File: config.mk
export PLATFORM = sky130hd
export DESIGN_NAME = nv_nvdla_cdp_dp_cvtout_join
export DESIGN_NICKNAME = d
export VERILOG_FILES = /design/src/rtl/nv_nvdla_cdp_dp_cvtout_join_pkg.sv /design/src/rtl/nv_nvdla_cdp_skid2.sv /design/src/rtl/nv_nvdla_cdp_dp_cvtout_join.sv
export SDC_FILE = /design/constraint.sdc
export NUM_CORES = 1
export LEC_CHECK = 0
export BUFFER_PORTS_ARGS = -buffer_cell sky130_fd_sc_hd__buf_2
export CORE_ASPECT_RATIO = 0.8
export CORE_MARGIN = 2
export CORE_UTILIZATION = 50
export DETAILED_ROUTE_END_ITERATION = 10
export GPL_TIMING_DRIVEN = 0
export PLACE_DENSITY_LB_ADDON = 0.15
export SETUP_SLACK_MARGIN = 0.05
export SLEW_MARGIN = 20
export SYNTH_ARGS = -nofsm -noshare
export SYNTH_HDL_FRONTEND = slang
export SYNTH_SLANG_ARGS = --single-unit
File: constraint.sdc
create_clock -name nvdla_core_clk -period 17.49 [get_ports nvdla_core_clk]
set_input_delay 4.3725 -clock nvdla_core_clk [delete_from_list [all_inputs] [get_ports nvdla_core_clk]]
set_output_delay 4.3725 -clock nvdla_core_clk [all_outputs]
set_load 0.01 [all_outputs]
File: src/rtl/nv_nvdla_cdp_dp_cvtout_join_pkg.sv
// Shared CDP definitions for the cvtout join stage: the layout of the
// data-info word and the output payload format.
package nv_nvdla_cdp_dp_cvtout_join_pkg;

    localparam int INFO_W       = 15;

    // Bit positions inside the data-info word
    localparam int LANE_CNT_LSB = 0;
    localparam int LANE_CNT_MSB = 3;
    localparam int LAST_W_BIT   = 4;
    localparam int LAST_H_BIT   = 5;
    localparam int LAST_C_BIT   = 6;
    localparam int EOB_BIT      = 7;

    // Boundary tag prepended to the masked data on the WDMA side
    localparam int TAG_W        = 4;
    localparam int DEF_DATA_W   = 64;

    typedef struct packed {
        logic last_c;
        logic last_h;
        logic last_w;
        logic eob;
    } cvtout_tag_t;

    // Full output payload at the default 8x8 lane geometry
    typedef struct packed {
        cvtout_tag_t             tag;
        logic [DEF_DATA_W-1:0]   data;
    } cvtout_pd_t;

endpackage

File: src/rtl/nv_nvdla_cdp_skid2.sv
// Generic 2-entry valid/ready skid FIFO. push_rdy depends only on the
// occupancy register, so there is no combinational path from pop_rdy
// back to the producer. Head entry drives the output.
module nv_nvdla_cdp_skid2 #(
    parameter int PD_W = 68
) (
    input  logic            nvdla_core_clk,
    input  logic            nvdla_core_rstn,
    input  logic            push_vld,
    output logic            push_rdy,
    input  logic [PD_W-1:0] push_pd,
    output logic            pop_vld,
    input  logic            pop_rdy,
    output logic [PD_W-1:0] pop_pd
);

    logic [1:0]      cnt;
    logic            head;
    logic            tail;
    logic [PD_W-1:0] mem [2];
    logic            push;
    logic            pop;

    assign push_rdy = (cnt != 2'd2);
    assign pop_vld  = (cnt != 2'd0);
    assign push     = push_vld & push_rdy;
    assign pop      = pop_vld & pop_rdy;
    assign pop_pd   = mem[head];

    // Occupancy and pointers; cleared by reset so contents are dropped at once
    always_ff @(posedge nvdla_core_clk or negedge nvdla_core_rstn) begin
        if (!nvdla_core_rstn) begin
            cnt  <= 2'd0;
            head <= 1'b0;
            tail <= 1'b0;
        end else begin
            if (push) begin
                tail <= ~tail;
            end
            if (pop) begin
                head <= ~head;
            end
            if (push && !pop) begin
                cnt <= cnt + 2'd1;
            end else if (pop && !push) begin
                cnt <= cnt - 2'd1;
            end
        end
    end

    // Payload storage, written at the tail; not reset
    always_ff @(posedge nvdla_core_clk) begin
        if (push) begin
            mem[tail] <= push_pd;
        end
    end

endmodule

File: src/rtl/nv_nvdla_cdp_dp_cvtout_join.sv
// CDP cvtout join: pairs each converted-data beat with its info word,
// zeroes unused lanes, tags cube boundaries, counts beats and hands the
// result to WDMA through a 2-entry skid buffer.
module nv_nvdla_cdp_dp_cvtout_join
    import nv_nvdla_cdp_dp_cvtout_join_pkg::*;
#(
    parameter int LANES  = 8,
    parameter int LANE_W = 8,
    parameter int CNT_W  = 32
) (
    input  logic                          nvdla_core_clk,
    input  logic                          nvdla_core_rstn,
    input  logic                          op_en,
    input  logic                          cvt_out_pvld,
    output logic                          cvt_out_prdy,
    input  logic [LANES*LANE_W-1:0]       cvt_out_pd,
    input  logic                          data_info_in_vld_d3,
    output logic                          data_info_in_rdy_d3,
    input  logic [INFO_W-1:0]             data_info_in_pd_d3,
    output logic                          cvtout_wr_pvld,
    input  logic                          cvtout_wr_prdy,
    output logic [LANES*LANE_W+TAG_W-1:0] cvtout_wr_pd,
    output logic [CNT_W-1:0]              beat_cnt,
    output logic                          layer_done
);

    localparam int DATA_W = LANES * LANE_W;
    localparam int PD_W   = DATA_W + TAG_W;

    // Zero every lane whose index exceeds the last valid lane index.
    function automatic logic [DATA_W-1:0] mask_lanes(
        input logic [DATA_W-1:0] d,
        input logic [3:0]        m1
    );
        logic [DATA_W-1:0] r;
        r = d;
        for (int i = 0; i < LANES; i++) begin
            if (i > int'(m1)) begin
                r[i*LANE_W +: LANE_W] = '0;
            end
        end
        return r;
    endfunction

    logic [3:0]       lane_cnt_m1;
    logic [6:0]       info_rsvd_unused;
    cvtout_tag_t      tag_p0;
    logic [PD_W-1:0]  pd_p0;
    logic             both_vld;
    logic             join_rdy;
    logic             fire;
    logic             last_all;
    logic [CNT_W-1:0] beat_cnt_p1;
    logic             done_p1;

    assign lane_cnt_m1      = data_info_in_pd_d3[LANE_CNT_MSB:LANE_CNT_LSB];
    assign info_rsvd_unused = data_info_in_pd_d3[INFO_W-1:8];

    assign tag_p0.last_c = data_info_in_pd_d3[LAST_C_BIT];
    assign tag_p0.last_h = data_info_in_pd_d3[LAST_H_BIT];
    assign tag_p0.last_w = data_info_in_pd_d3[LAST_W_BIT];
    assign tag_p0.eob    = data_info_in_pd_d3[EOB_BIT];

    assign pd_p0 = {tag_p0, mask_lanes(cvt_out_pd, lane_cnt_m1)};

    // Both streams are consumed together; each side's ready waits on the other's valid
    assign both_vld            = cvt_out_pvld & data_info_in_vld_d3;
    assign cvt_out_prdy        = join_rdy & data_info_in_vld_d3;
    assign data_info_in_rdy_d3 = join_rdy & cvt_out_pvld;
    assign fire                = both_vld & join_rdy;
    assign last_all            = tag_p0.last_w & tag_p0.last_h & tag_p0.last_c;

    nv_nvdla_cdp_skid2 #(
        .PD_W (PD_W)
    ) u_skid (
        .nvdla_core_clk  (nvdla_core_clk),
        .nvdla_core_rstn (nvdla_core_rstn),
        .push_vld        (both_vld),
        .push_rdy        (join_rdy),
        .push_pd         (pd_p0),
        .pop_vld         (cvtout_wr_pvld),
        .pop_rdy         (cvtout_wr_prdy),
        .pop_pd          (cvtout_wr_pd)
    );

    // p0 -> p1: beat counter; op_en restarts the layer, a same-cycle fire counts as the first beat
    always_ff @(posedge nvdla_core_clk or negedge nvdla_core_rstn) begin
        if (!nvdla_core_rstn) begin
            beat_cnt_p1 <= '0;
        end else if (op_en) begin
            beat_cnt_p1 <= fire ? CNT_W'(1) : '0;
        end else if (fire) begin
            beat_cnt_p1 <= beat_cnt_p1 + CNT_W'(1);
        end
    end

    // p0 -> p1: layer-done pulse on acceptance of the last w/h/c beat
    always_ff @(posedge nvdla_core_clk or negedge nvdla_core_rstn) begin
        if (!nvdla_core_rstn) begin
            done_p1 <= 1'b0;
        end else begin
            done_p1 <= fire & last_all;
        end
    end

    assign beat_cnt   = beat_cnt_p1;
    assign layer_done = done_p1;

endmodule

==> flow_metrics.tcl, run 1 <==
set metrics [dict create \
    result_of_the_run "finished clean" \
    design.portCount 189 \
    dieHeight_um 111 \
    max-vdd-ir-drop_v 0.0000865 \
    worst_skew_pair.late_latency_ns 0.42 \
    syn2layout_area_growth_pct 25.4 \
    globalRouteOverflowTotal 0 \
    initial_utilization_pct 50.5 \
    dpl-instance-area_um2 8400 \
    synthesis.yosys.warnings 0 \
    clk_pin_slew_ns 0.06 \
    clockRootBuffer "sky130_fd_sc_hd__clkbuf_16" \
    hpwl_um 10600 \
    global_router_s_overall_resource_usage_pct 20.2 \
    cts_num_sinks 173 \
    routedWlPerCell_um 17.4 \
    avgViaCountPerCell 5.21 \
    postSynthNetCount 558 \
    via_count_of_the_first_global_routing_pass 4604 \
    worst_slew_margin_rel_pct 28.3 \
    clock_path_buffers 2 \
    max_clock_freq_mhz 110 \
    routed-via-count 4568 \
    postSynthCellCount 471 \
    die_area_um2 15300 \
    floorplan.rows 39 \
    htreeDepth 4 \
    finalSetupViolations 0 \
    ant_nets 0 \
    routed_wl_um 15200 \
    synth_cell_types 35 \
    cell_repeated_most_along_the_worst_path "sky130_fd_sc_hd__buf_2" \
    timing_worst_setup_path_type "in2out" \
    grt_max_degree 43 \
    synth_top_cells_by_area "sky130_fd_sc_hd__edfxtp_1 (57%), sky130_fd_sc_hd__dfrtp_1 (13%), sky130_fd_sc_hd__mux2_2 (11%), sky130_fd_sc_hd__nor2b_1 (5.0%), sky130_fd_sc_hd__xor2_1 (2.8%)" \
    hold_violations 0 \
    worstMarginPinSlew_ns 1.07 \
    detailedRoute.firstIterationViolations 325 \
    period_share_pct 52.0 \
    rsz0062_at_grt "false" \
    mappedNetlistArea_um2 7150 \
    grt_pass1_wl_um 23200 \
    core_box_area_um2 14200 \
    finalCriticalPeriod_ns 9.10 \
    first_pass_iters 5 \
    cts_post_setup_buffers_inserted 0 \
    worst_hold_path_type "reg2reg" \
    timing.critical_path.arrival_ns 4.73 \
    synth.ff_latch_count 173 \
    power_density_nw_per_um2 129 \
    cp_slowest_cell "sky130_fd_sc_hd__buf_2" \
    layout-drive-gt1-share_pct 42.4 \
    postLayoutSetupSlackWorst_ns 8.39 \
    antennaDiodeCount 0 \
    worst_clock_skew_ns 0.00648 \
    cts_tree "yes" \
    placement.io_buffers 180 \
    critPathCaptureType "output pin" \
    cts.repair.resized 0 \
    most_numerous_cell_in_the_yosys_netlist "sky130_fd_sc_hd__edfxtp_1" \
    antenna_found_initial 0 \
    route.detailed.drc 0 \
    cts-buffers-inserted 17 \
    worst_ep_required_time_ns 13.12 \
    cts_hold_fix_bufs 0 \
    finalNetCount 767 \
    drv.max_cap_violation_count 0 \
    post-synth-top-area-fraction_pct 57.1 \
    post-place-ws_ns 8.39 \
    syn-mean-instance-area_um2 15.2 \
    number_of_enable_flip_flop_cells_after_synthesis 136 \
    synth_area_leader_cell "sky130_fd_sc_hd__edfxtp_1" \
    synthTopCellsByCount "sky130_fd_sc_hd__edfxtp_1 (136), sky130_fd_sc_hd__mux2_2 (68), sky130_fd_sc_hd__nor2b_1 (57)" \
    finalMaxSlewViolations 0 \
    longest_individual_stage_delay_on_the_worst_path_ns 0.13 \
    globalplace.congestion 0.804 \
    ys_dominant_reg_cell "sky130_fd_sc_hd__edfxtp_1" \
    p_leak_uw 0.00356 \
    die_x_um 138 \
    critical_path.cell_chain "buf_2 -> and2_1 -> buf_2" \
    fin_tns_setup_ns 0 \
    crit_path_max_fanout 2 \
    async_reset_ff_share_pct 21.4 \
    cp_launch_type "input pin" \
    seq_area_frac_synth_pct 70.0 \
    final_area_um2 8970 \
]
==> layout by cell type (no fill, tap or decap), types with 2 or more instances in the layout <==
cell,netlist,routed
sky130_fd_sc_hd__ha_1,2,2
sky130_fd_sc_hd__clkbuf_1,6,9
sky130_fd_sc_hd__nand2_1,17,17
sky130_fd_sc_hd__nand3_1,12,12
sky130_fd_sc_hd__or3_1,8,8
sky130_fd_sc_hd__bufinv_16,0,2
sky130_fd_sc_hd__clkinvlp_4,0,3
sky130_fd_sc_hd__xor2_1,23,23
sky130_fd_sc_hd__buf_6,1,4
sky130_fd_sc_hd__and3_1,4,4
sky130_fd_sc_hd__xnor2_1,4,4
sky130_fd_sc_hd__clkbuf_16,0,17
sky130_fd_sc_hd__nor2_1,28,28
sky130_fd_sc_hd__nand2b_1,2,2
sky130_fd_sc_hd__clkinv_1,0,3
sky130_fd_sc_hd__nand4_1,14,14
sky130_fd_sc_hd__nor3_2,1,3
sky130_fd_sc_hd__mux2_2,68,68
sky130_fd_sc_hd__buf_4,0,6
sky130_fd_sc_hd__dfrtp_1,37,37
sky130_fd_sc_hd__and2_1,4,3
sky130_fd_sc_hd__and4_1,2,2
sky130_fd_sc_hd__clkinv_2,0,2
sky130_fd_sc_hd__nor4_1,3,2
sky130_fd_sc_hd__a21oi_1,11,11
sky130_fd_sc_hd__nor3_1,4,2
sky130_fd_sc_hd__buf_2,0,180
sky130_fd_sc_hd__buf_1,7,7
sky130_fd_sc_hd__nor2b_1,57,57
sky130_fd_sc_hd__edfxtp_1,136,136
sky130_fd_sc_hd__o21ai_0,9,9
==> metal layers <==
metal | up-vias | global-route usage [%] | wire length (um)
met3 | 15 | 7.04 | 1170
li1 | 2157 | - | -
met2 | 170 | 32.0 | 7320
met1 | 2226 | 26.2 | 6500
met4 | 0 | 6.67 | 220
met5 | - | 0 | 0
==> metrics by stage <==
step	cells	hold slack (ns)	power, uW	util, %
floorplan	471	0.456	702	-
global placement	835	0.472	809	58.5
detailed placement	845	0.508	815	59.4
CTS	877	0.518	1170	63.3
global route	877	0.548	1210	63.4
finish	877	0.521	1160	63.4
==> final timing paths <==
check	startpoint	to	slack (ns)	depth (start not counted)
max in group asynchronous	nvdla_core_rstn	beat_cnt[28]	12.90	1
max reg2reg	u_skid.cnt[1]	u_skid.mem[0][20]	15.09	6
min	u_skid.tail	u_skid.tail	0.52	1
max	cvt_out_pvld	data_info_in_rdy_d3	8.39	3
min in group asynchronous	nvdla_core_rstn	beat_cnt[12]	4.06	1
min reg2reg	u_skid.tail	u_skid.tail	0.52	1
==> state kept, by name (all words and copies together), names as in the netlist <==
register     cells
u_skid.cnt       2
u_skid.mem     136
beat_cnt        32
u_skid.tail      1
layer_done       1
u_skid.head      1
==> cells by family after synthesis <==
group | count (synthesis) | share of synthesized area (%)
AND/OR/NAND/NOR | 161 | 12.8
multiplexers | 68 | 10.7
buffers and inverters | 15 | 0.892
adder cells (fa/ha/maj) | 2 | 0.350
flip-flops | 173 | 70.0
XOR/XNOR | 27 | 3.31
AO/OA/AOI/OAI | 25 | 1.91
==> where the power goes <==
| part | switching (uW) | total, uW | internal [uW] | leakage (uW) |
|---|---|---|---|---|
| sequential | 13.3 | 510 | 497 | 0.00176 |
| clock | 148 | 356 | 209 | 0.000263 |
| combinational | 157 | 294 | 137 | 0.00154 |
==> worst max-delay path, delay by kind of cell <==
family	cells	cell delay, ns
buffers and inverters	2	0.23
and+or+nand+nor	1	0.12
==> final cells by class <==
class                      instances  area (um^2)
sequential                       173         5010
multi-input combinational        283         2100
clock inverter                    12          121
clock buffer                      20          437
tap                              184          230
fill                            1098         5180
timing repair buffer             190         1010
buffer                            14         60.1
inverter                           1         3.75
Note: power is estimated with default switching activity, not from simulation.
==> inputs of run 2 (changes only) <==
--- a/config.mk
+++ b/config.mk
@@ -5,6 +5,7 @@
 export SDC_FILE = /design/constraint.sdc
 export NUM_CORES = 1
 export LEC_CHECK = 0
+export ABC_AREA = 1
 export BUFFER_PORTS_ARGS = -buffer_cell sky130_fd_sc_hd__buf_2
 export CORE_ASPECT_RATIO = 0.8
 export CORE_MARGIN = 2
==> constraint.sdc (replaced) <==
create_clock -name nvdla_core_clk -period 8.8 [get_ports nvdla_core_clk]
set_input_delay 2.2 -clock nvdla_core_clk [delete_from_list [all_inputs] [get_ports nvdla_core_clk]]
set_output_delay 2.2 -clock nvdla_core_clk [all_outputs]
set_load 0.01 [all_outputs]
==> run 2 against run 1 <==
Net effect: via count grew 27%; clock-buffer cell count shrank 2; first-iteration DRC count grew 17%; critical path type unchanged; critical endpoint unchanged.
==> flow_metrics.tcl, run 2 <==
set metrics [dict create \
    setup.reg_to_reg.worst_slack_ns 6.51 \
    largest_family_of_logic_cells_by_synthesized_area "simple AND/OR/NAND/NOR gates" \
    synth_xor_area_share_pct 0.456 \
    floorplan.rows 40 \
    die_area_um2 16400 \
    critPathCaptureType "output pin" \
    cp_top_family "buffers and inverters" \
    synth_compound_area_share_pct 2.36 \
    async_reset_ff_share_pct 21.4 \
    detailedRoute.firstIterationViolations 379 \
    switching_share_pct 33.3 \
    antenna_found_initial 0 \
    largest_register_ffs 136 \
    ant_nets 0 \
    netSwitchingPower_uw 790 \
    postSynthCellCount 805 \
    sequentialPowerShare_pct 42.7 \
    worst_hold_path_type "reg2reg" \
    max-vdd-ir-drop_v 0.000149 \
    dieHeight_um 115 \
    multiplexer_share_of_the_synthesized_area_pct 0 \
    worst_skew_pair.late_latency_ns 0.42 \
    critical_path.cell_chain "buf_2 -> a21boi_0 -> buf_2" \
    design.portCount 189 \
    avgViaCountPerCell 4.78 \
    worst_slew_margin_rel_pct 29.8 \
    synth_area_leader_cell "sky130_fd_sc_hd__edfxtp_1" \
    crit_path_max_fanout 2 \
    timing_worst_setup_path_type "in2out" \
    placedCellCount 1180 \
    core_box_area_um2 15000 \
    internal_power_uw 1580 \
    synth.ff_latch_count 173 \
    cts.repair.resized 0 \
    combinationalPowerShare_pct 28.9 \
    result_of_the_run "finished clean" \
    number_of_enable_flip_flop_cells_after_synthesis 136 \
    syn-mean-instance-area_um2 9.55 \
    antennaDiodeCount 0 \
    p_leak_uw 0.00449 \
    longest_individual_stage_delay_on_the_worst_path_ns 0.16 \
    syn2layout_area_growth_pct 23.5 \
    seq_area_frac_synth_pct 65.2 \
    worst_ep_required_time_ns 6.60 \
    mappedNetlistArea_um2 7680 \
    layout.cells.most_common_list "sky130_fd_sc_hd__nand2_1 (295), sky130_fd_sc_hd__buf_2 (187), sky130_fd_sc_hd__edfxtp_1 (136), sky130_fd_sc_hd__nor2_1 (124), sky130_fd_sc_hd__inv_1 (92)" \
    via_count_of_the_first_global_routing_pass 5303 \
    cell_repeated_most_along_the_worst_path "sky130_fd_sc_hd__buf_2" \
    power_density_nw_per_um2 250 \
    globalplace.congestion 0.854 \
    final_common_cell "sky130_fd_sc_hd__nand2_1" \
    setup.worst_path.end "data_info_in_rdy_d3" \
    placement.io_buffers 181 \
    routed_wl_um 17000 \
    post-place-ws_ns 4.00 \
    clock_path_buffers 2 \
    globalRouteOverflowTotal 0 \
    worst_clock_skew_ns 0.00727 \
    filler_cell_count 1309 \
    cts_tree "yes" \
    cts_post_setup_buffers_inserted 0 \
    ys_dominant_reg_cell "sky130_fd_sc_hd__edfxtp_1" \
    rsz0062_at_grt "false" \
    postLayoutSetupSlackWorst_ns 3.99 \
    cts-buffers-inserted 17 \
    finalSetupViolations 0 \
    fin_tns_setup_ns 0 \
    worstMarginPinSlew_ns 1.04 \
    pwr-share-clk_pct 28.4 \
    htreeDepth 4 \
    clockRootBuffer "sky130_fd_sc_hd__clkbuf_16" \
    finish.cell_count_without_fillers 1211 \
    synthesis.yosys.warnings 0 \
    routed-via-count 5786 \
    period_share_pct 54.6 \
    finalCriticalPeriod_ns 4.81 \
    critical_path_depth 3 \
    drv.max_cap_violation_count 0 \
    synthTopCellsByCount "sky130_fd_sc_hd__nand2_1 (295), sky130_fd_sc_hd__edfxtp_1 (136), sky130_fd_sc_hd__nor2_1 (126)" \
    post-synth-top-area-fraction_pct 53.1 \
    first_pass_iters 4 \
    synth_top_cells_by_area "sky130_fd_sc_hd__edfxtp_1 (53%), sky130_fd_sc_hd__nand2_1 (14%), sky130_fd_sc_hd__dfrtp_1 (12%), sky130_fd_sc_hd__nor2_1 (6.2%), sky130_fd_sc_hd__inv_1 (4.5%)" \
    clk_pin_slew_ns 0.06 \
    largest_register "u_skid.mem" \
    finalNetCount 1097 \
    routedWlPerCell_um 14.1 \
    finalMaxSlewViolations 0 \
    hold_violations 0 \
    crit_start "cvt_out_pvld" \
    initial_utilization_pct 51.2 \
    die_x_um 143 \
    timing.reg2reg.worst_path_depth 7 \
    max_clock_freq_mhz 208 \
    route.detailed.drc 0 \
    timing.critical_path.arrival_ns 2.61 \
    layout-drive-gt1-share_pct 24.6 \
    postSynthNetCount 892 \
    global_router_s_overall_resource_usage_pct 21.4 \
    cp_launch_type "input pin" \
    synth_cell_types 33 \
    most_numerous_cell_in_the_yosys_netlist "sky130_fd_sc_hd__nand2_1" \
    wp_buf_inv 2 \
    cts_num_sinks 173 \
    synth-simple-area-share_pct 25.8 \
    cp_slowest_cell "sky130_fd_sc_hd__a21boi_0" \
    grt_pass1_wl_um 26600 \
    critical_path.reg2reg.endpoint "u_skid.mem[0][40]" \
    cts_hold_fix_bufs 0 \
    hpwl_um 12000 \
    post_synth_fa_ha_maj_area_fraction_pct 0.326 \
    r2r-start "u_skid.cnt[0]" \
    grt_max_degree 38 \
]
==> run 2: cell count changes after synthesis, sizes merged, moves of 7 or more <==
cell / change
or3: -8
mux2: -68
nor2b: -57
xor2: -20
nand4: -8
nand2: +287
nor2: +110
inv: +93
a21oi: +7
nand3: +7
==> run 2: power groups by stage <==
stage / combinational (uW) / clock, uW / sequential [uW]
final: 686 / 673 / 1010
after global routing: 770 / 720 / 1020
after CTS: 699 / 686 / 1010
after detailed placement: 697 / 0 / 1030
after global placement: 660 / 0 / 1040
after floorplan: 389 / 0 / 1030
==> run 2: kinds of logic after synthesis <==
family          count (synthesis)
xor+xnor                        4
fa+ha+maj                       2
simple gates                  478
flops                         173
buf+inv                       116
compound gates                 32
==> run 2: worst register-to-register path, stage by stage, from the launching register on <==
cell	delay, ns
sky130_fd_sc_hd__dfrtp_1	0.39
sky130_fd_sc_hd__inv_2	0.09
sky130_fd_sc_hd__nand2_1	0.12
sky130_fd_sc_hd__nand2_4	0.15
sky130_fd_sc_hd__buf_6	0.19
sky130_fd_sc_hd__nor2_4	0.55
sky130_fd_sc_hd__buf_12	0.29
sky130_fd_sc_hd__buf_16	0.20
==> run 2: stage by stage <==
stage / total power [uW] / hold WS (ns) / util, % / cell area [um^2]
detailed placement: 1730 / 0.486 / 59.7 / 8960
global route: 2510 / 0.520 / 63.2 / 9490
global placement: 1700 / 0.483 / 58.8 / 8830
CTS: 2400 / 0.505 / 63.2 / 9490
finish: 2370 / 0.505 / 63.2 / 9490
floorplan: 1420 / 0.466 / - / 7680
==> run 2: worst min path at each step <==
| stage | start | end | slack [ns] | depth (start not counted) |
|---|---|---|---|---|
| 2_1_floorplan | u_skid.cnt[0] | u_skid.cnt[0] | 0.47 | 1 |
| 3_5_place_dp | u_skid.cnt[0] | u_skid.cnt[0] | 0.49 | 1 |
| 4_1_cts | u_skid.cnt[0] | u_skid.cnt[0] | 0.50 | 1 |
| 5_1_grt | u_skid.cnt[0] | u_skid.cnt[0] | 0.52 | 1 |
| 6_report | u_skid.cnt[0] | u_skid.cnt[0] | 0.51 | 1 |
| 3_3_place_gp | u_skid.cnt[0] | u_skid.cnt[0] | 0.48 | 1 |
==> run 2: final cells by class <==
| cell class | count | area, um^2 | area share, % |
|---|---|---|---|
| Sequential cell | 173 | 5010 | 52.8 |
| Timing Repair Buffer | 186 | 1030 | 10.8 |
| Buffer | 20 | 91.3 | 0.963 |
| Inverter | 96 | 360 | 3.80 |
| Clock inverter | 13 | 95.1 | 1.00 |
| Tap cell | 189 | 236 | 2.49 |
| Clock buffer | 18 | 429 | 4.52 |
| Multi-Input combinational cell | 516 | 2240 | 23.6 |
==> run 2: metal layers <==
metal  up-vias  GRT usage [%]  wire length (um)
li1       2958              -                 -
met4         0           6.93               331
met3        22           6.50              1150
met2       182           33.4              7800
met5         -              0                 0
met1      2624           29.1              7750
==> inputs of run 3 (changes only) <==
--- a/config.mk
+++ b/config.mk
@@ -9,7 +9,7 @@
 export BUFFER_PORTS_ARGS = -buffer_cell sky130_fd_sc_hd__buf_2
 export CORE_ASPECT_RATIO = 0.8
 export CORE_MARGIN = 2
-export CORE_UTILIZATION = 50
+export CORE_UTILIZATION = 48
 export DETAILED_ROUTE_END_ITERATION = 10
 export GPL_TIMING_DRIVEN = 0
 export PLACE_DENSITY_LB_ADDON = 0.15
==> constraint.sdc (replaced) <==
create_clock -name nvdla_core_clk -period 4.1 [get_ports nvdla_core_clk]
set_input_delay 1.025 -clock nvdla_core_clk [delete_from_list [all_inputs] [get_ports nvdla_core_clk]]
set_output_delay 1.025 -clock nvdla_core_clk [all_outputs]
set_load 0.01 [all_outputs]
==> run 3 against run 2 <==
Net effect: combinational power rose by 120%; final area rose by 1.0%; via count rose by 0.83%; clock-buffer cell count fell by 1; worst setup slack got worse by 2.9 ns; first-iteration DRC count fell by 4.0%; clock skew fell by 0.00056 ns; sequential cell count did not move; sequential share of layout area fell by 0.52 points; critical path type is now reg2out; largest cell class unchanged; highest routed layer unchanged.
==> flow_metrics.tcl, run 3 (synthesis results as in run 2) <==
set metrics [dict create \
    netSwitchingPower_uw 1730 \
    largest_register_ffs 136 \
    placement.io_buffers 181 \
    grt_max_degree 38 \
    fin_util_pct 61.1 \
    dpl-instance-area_um2 9000 \
    timing_worst_setup_path_type "reg2out" \
    max-vdd-ir-drop_v 0.000332 \
    globalRouteOverflowTotal 0 \
    critical_path.reg2reg.endpoint "u_skid.mem[1][27]" \
    drv.max_cap_violation_count 0 \
    r2r-start "u_skid.cnt[1]" \
    cts-buffers-inserted 17 \
    routed-via-count 5834 \
    globalplace.congestion 0.866 \
    crit_path_max_fanout 10 \
    finalMaxSlewViolations 0 \
    setup.reg_to_reg.worst_slack_ns 1.81 \
    power_density_nw_per_um2 544 \
    hpwl_um 12500 \
    cts_tree "yes" \
    first_pass_iters 4 \
    cts_num_sinks 173 \
    avgViaCountPerCell 4.71 \
    core_box_area_um2 15700 \
    antenna_found_initial 0 \
    cp_launch_type "flop" \
    ant_nets 0 \
    use_met2_pct 33.9 \
    floorplan.rows 41 \
    cts_hold_fix_bufs 0 \
    finalSetupViolations 0 \
    worst_hold_path_type "reg2reg" \
    clk_pin_slew_ns 0.07 \
    grt_pass1_wl_um 27200 \
    final_common_cell "sky130_fd_sc_hd__nand2_1" \
    dieHeight_um 117 \
    rsz0062_at_grt "false" \
    largest_register "u_skid.mem" \
    global_router_s_overall_resource_usage_pct 20.6 \
    grt.busiest_layer "met2" \
    clockRootBuffer "sky130_fd_sc_hd__clkbuf_16" \
    worst_skew_pair.late_latency_ns 0.42 \
    hp-start "u_skid.cnt[0]" \
    htreeDepth 4 \
    combinationalPowerShare_pct 28.3 \
    p_leak_uw 0.00453 \
    sequentialPowerShare_pct 41.7 \
    clock_path_buffers 2 \
    layout-drive-gt1-share_pct 25.1 \
    routed_wl_um 17300 \
    globalRouteMet1Util_pct 27.5 \
    max_clock_freq_mhz 331 \
    cts.repair.resized 0 \
    die_area_um2 17000 \
    hold_violations 0 \
    finalCriticalPeriod_ns 3.02 \
    period_share_pct 73.6 \
    route.detailed.drc 0 \
    use_met3_pct 5.54 \
    detailedRoute.firstIterationViolations 364 \
    final_area_um2 9580 \
    worst_slew_margin_rel_pct 43.7 \
    design.portCount 189 \
    timing.hold.worst_endpoint "u_skid.cnt[0]" \
    finalNetCount 1097 \
    timing.reg2reg.worst_path_depth 6 \
    min_delay_path_depth 1 \
    worst_clock_skew_ns 0.00671 \
    worstMarginPinSlew_ns 0.844 \
    pwr-share-clk_pct 30.0 \
    initial_utilization_pct 49.0 \
    die_x_um 145 \
    timing.critical_path.arrival_ns 1.99 \
    antennaDiodeCount 0 \
    cts_post_setup_buffers_inserted 0 \
    critPathCaptureType "output pin" \
    internal_power_uw 3480 \
    layout.cells.most_common_list "sky130_fd_sc_hd__nand2_1 (295), sky130_fd_sc_hd__buf_2 (187), sky130_fd_sc_hd__edfxtp_1 (136), sky130_fd_sc_hd__nor2_1 (124), sky130_fd_sc_hd__inv_1 (92)" \
    via_count_of_the_first_global_routing_pass 5452 \
    switching_share_pct 33.3 \
    syn2layout_area_growth_pct 24.7 \
    result_of_the_run "finished clean" \
    worst_ep_required_time_ns 3.07 \
    filler_cell_count 1399 \
    routedWlPerCell_um 14.0 \
]
run 3: changes by cell type in the layout (fill, tap and decap cells not counted):
| cell | previous run | this run |
|---|---|---|
| sky130_fd_sc_hd__bufinv_16 | 0 | 1 |
| sky130_fd_sc_hd__clkbuf_1 | 10 | 9 |
| sky130_fd_sc_hd__clkinv_1 | 5 | 2 |
| sky130_fd_sc_hd__inv_6 | 1 | 2 |
| sky130_fd_sc_hd__inv_8 | 2 | 5 |
| sky130_fd_sc_hd__o31ai_1 | 1 | 0 |
| sky130_fd_sc_hd__o31ai_2 | 0 | 1 |
run 3: layer usage:
metal,vias to the layer above,share of wire [%],routed length (um)
met5,-,0,0
met4,0,0.98,169
met3,14,6.9,1190
met2,180,48,8280
met1,2675,44,7670
li1,2965,-,-
run 3: area by class of cell:
class / count / area (um^2) / area share, %
Inverter: 96 / 360 / 3.76
Sequential cell: 173 / 5010 / 52.3
Clock inverter: 15 / 156 / 1.63
Timing Repair Buffer: 186 / 1030 / 10.7
Tap cell: 215 / 269 / 2.81
Buffer: 20 / 91.3 / 0.953
Multi-Input combinational cell: 516 / 2240 / 23.4
Clock buffer: 17 / 425 / 4.44
run 3: power groups by stage:
stage | combinational, uW | sequential [uW] | clock [uW]
floorplan | 835 | 2220 | 0
global placement | 1430 | 2240 | 0
detailed placement | 1500 | 2210 | 0
CTS | 1510 | 2170 | 1600
global route | 1660 | 2190 | 1670
finish | 1480 | 2170 | 1570
run 3: worst max-delay path by stage:
stage,startpoint,to,slack [ns],cells past startpoint
floorplan,data_info_in_vld_d3,u_skid.mem[0][0],-0.73,5
global placement,data_info_in_vld_d3,u_skid.mem[0][27],-2.51,6
detailed placement,data_info_in_vld_d3,u_skid.mem[1][31],1.05,8
CTS,u_skid.head,cvtout_wr_pd[65],1.08,6
global route,u_skid.head,cvtout_wr_pd[61],0.93,6
finish,u_skid.head,cvtout_wr_pd[63],1.08,6
run 3: stage by stage:
stage	setup WS [ns]	power [uW]	hold WS [ns]	setup TNS [ns]	instances
after global placement	-2.51	3670	0.482	-340.09	1201
after global routing	0.927	5530	0.544	0	1238
final	1.08	5220	0.495	0	1238
after detailed placement	1.05	3710	0.493	0	1206
after floorplan	-0.732	3050	0.466	-99.57	805
after CTS	1.08	5280	0.503	0	1238
run 3: worst max-delay path, cell delays in order, from the launching register on:
cell                      delay (ns)
sky130_fd_sc_hd__dfrtp_1        0.32
sky130_fd_sc_hd__buf_2          0.21
sky130_fd_sc_hd__buf_2          0.27
sky130_fd_sc_hd__buf_1          0.44
sky130_fd_sc_hd__nand2_1        0.11
sky130_fd_sc_hd__nand2_1        0.10
sky130_fd_sc_hd__buf_2          0.13
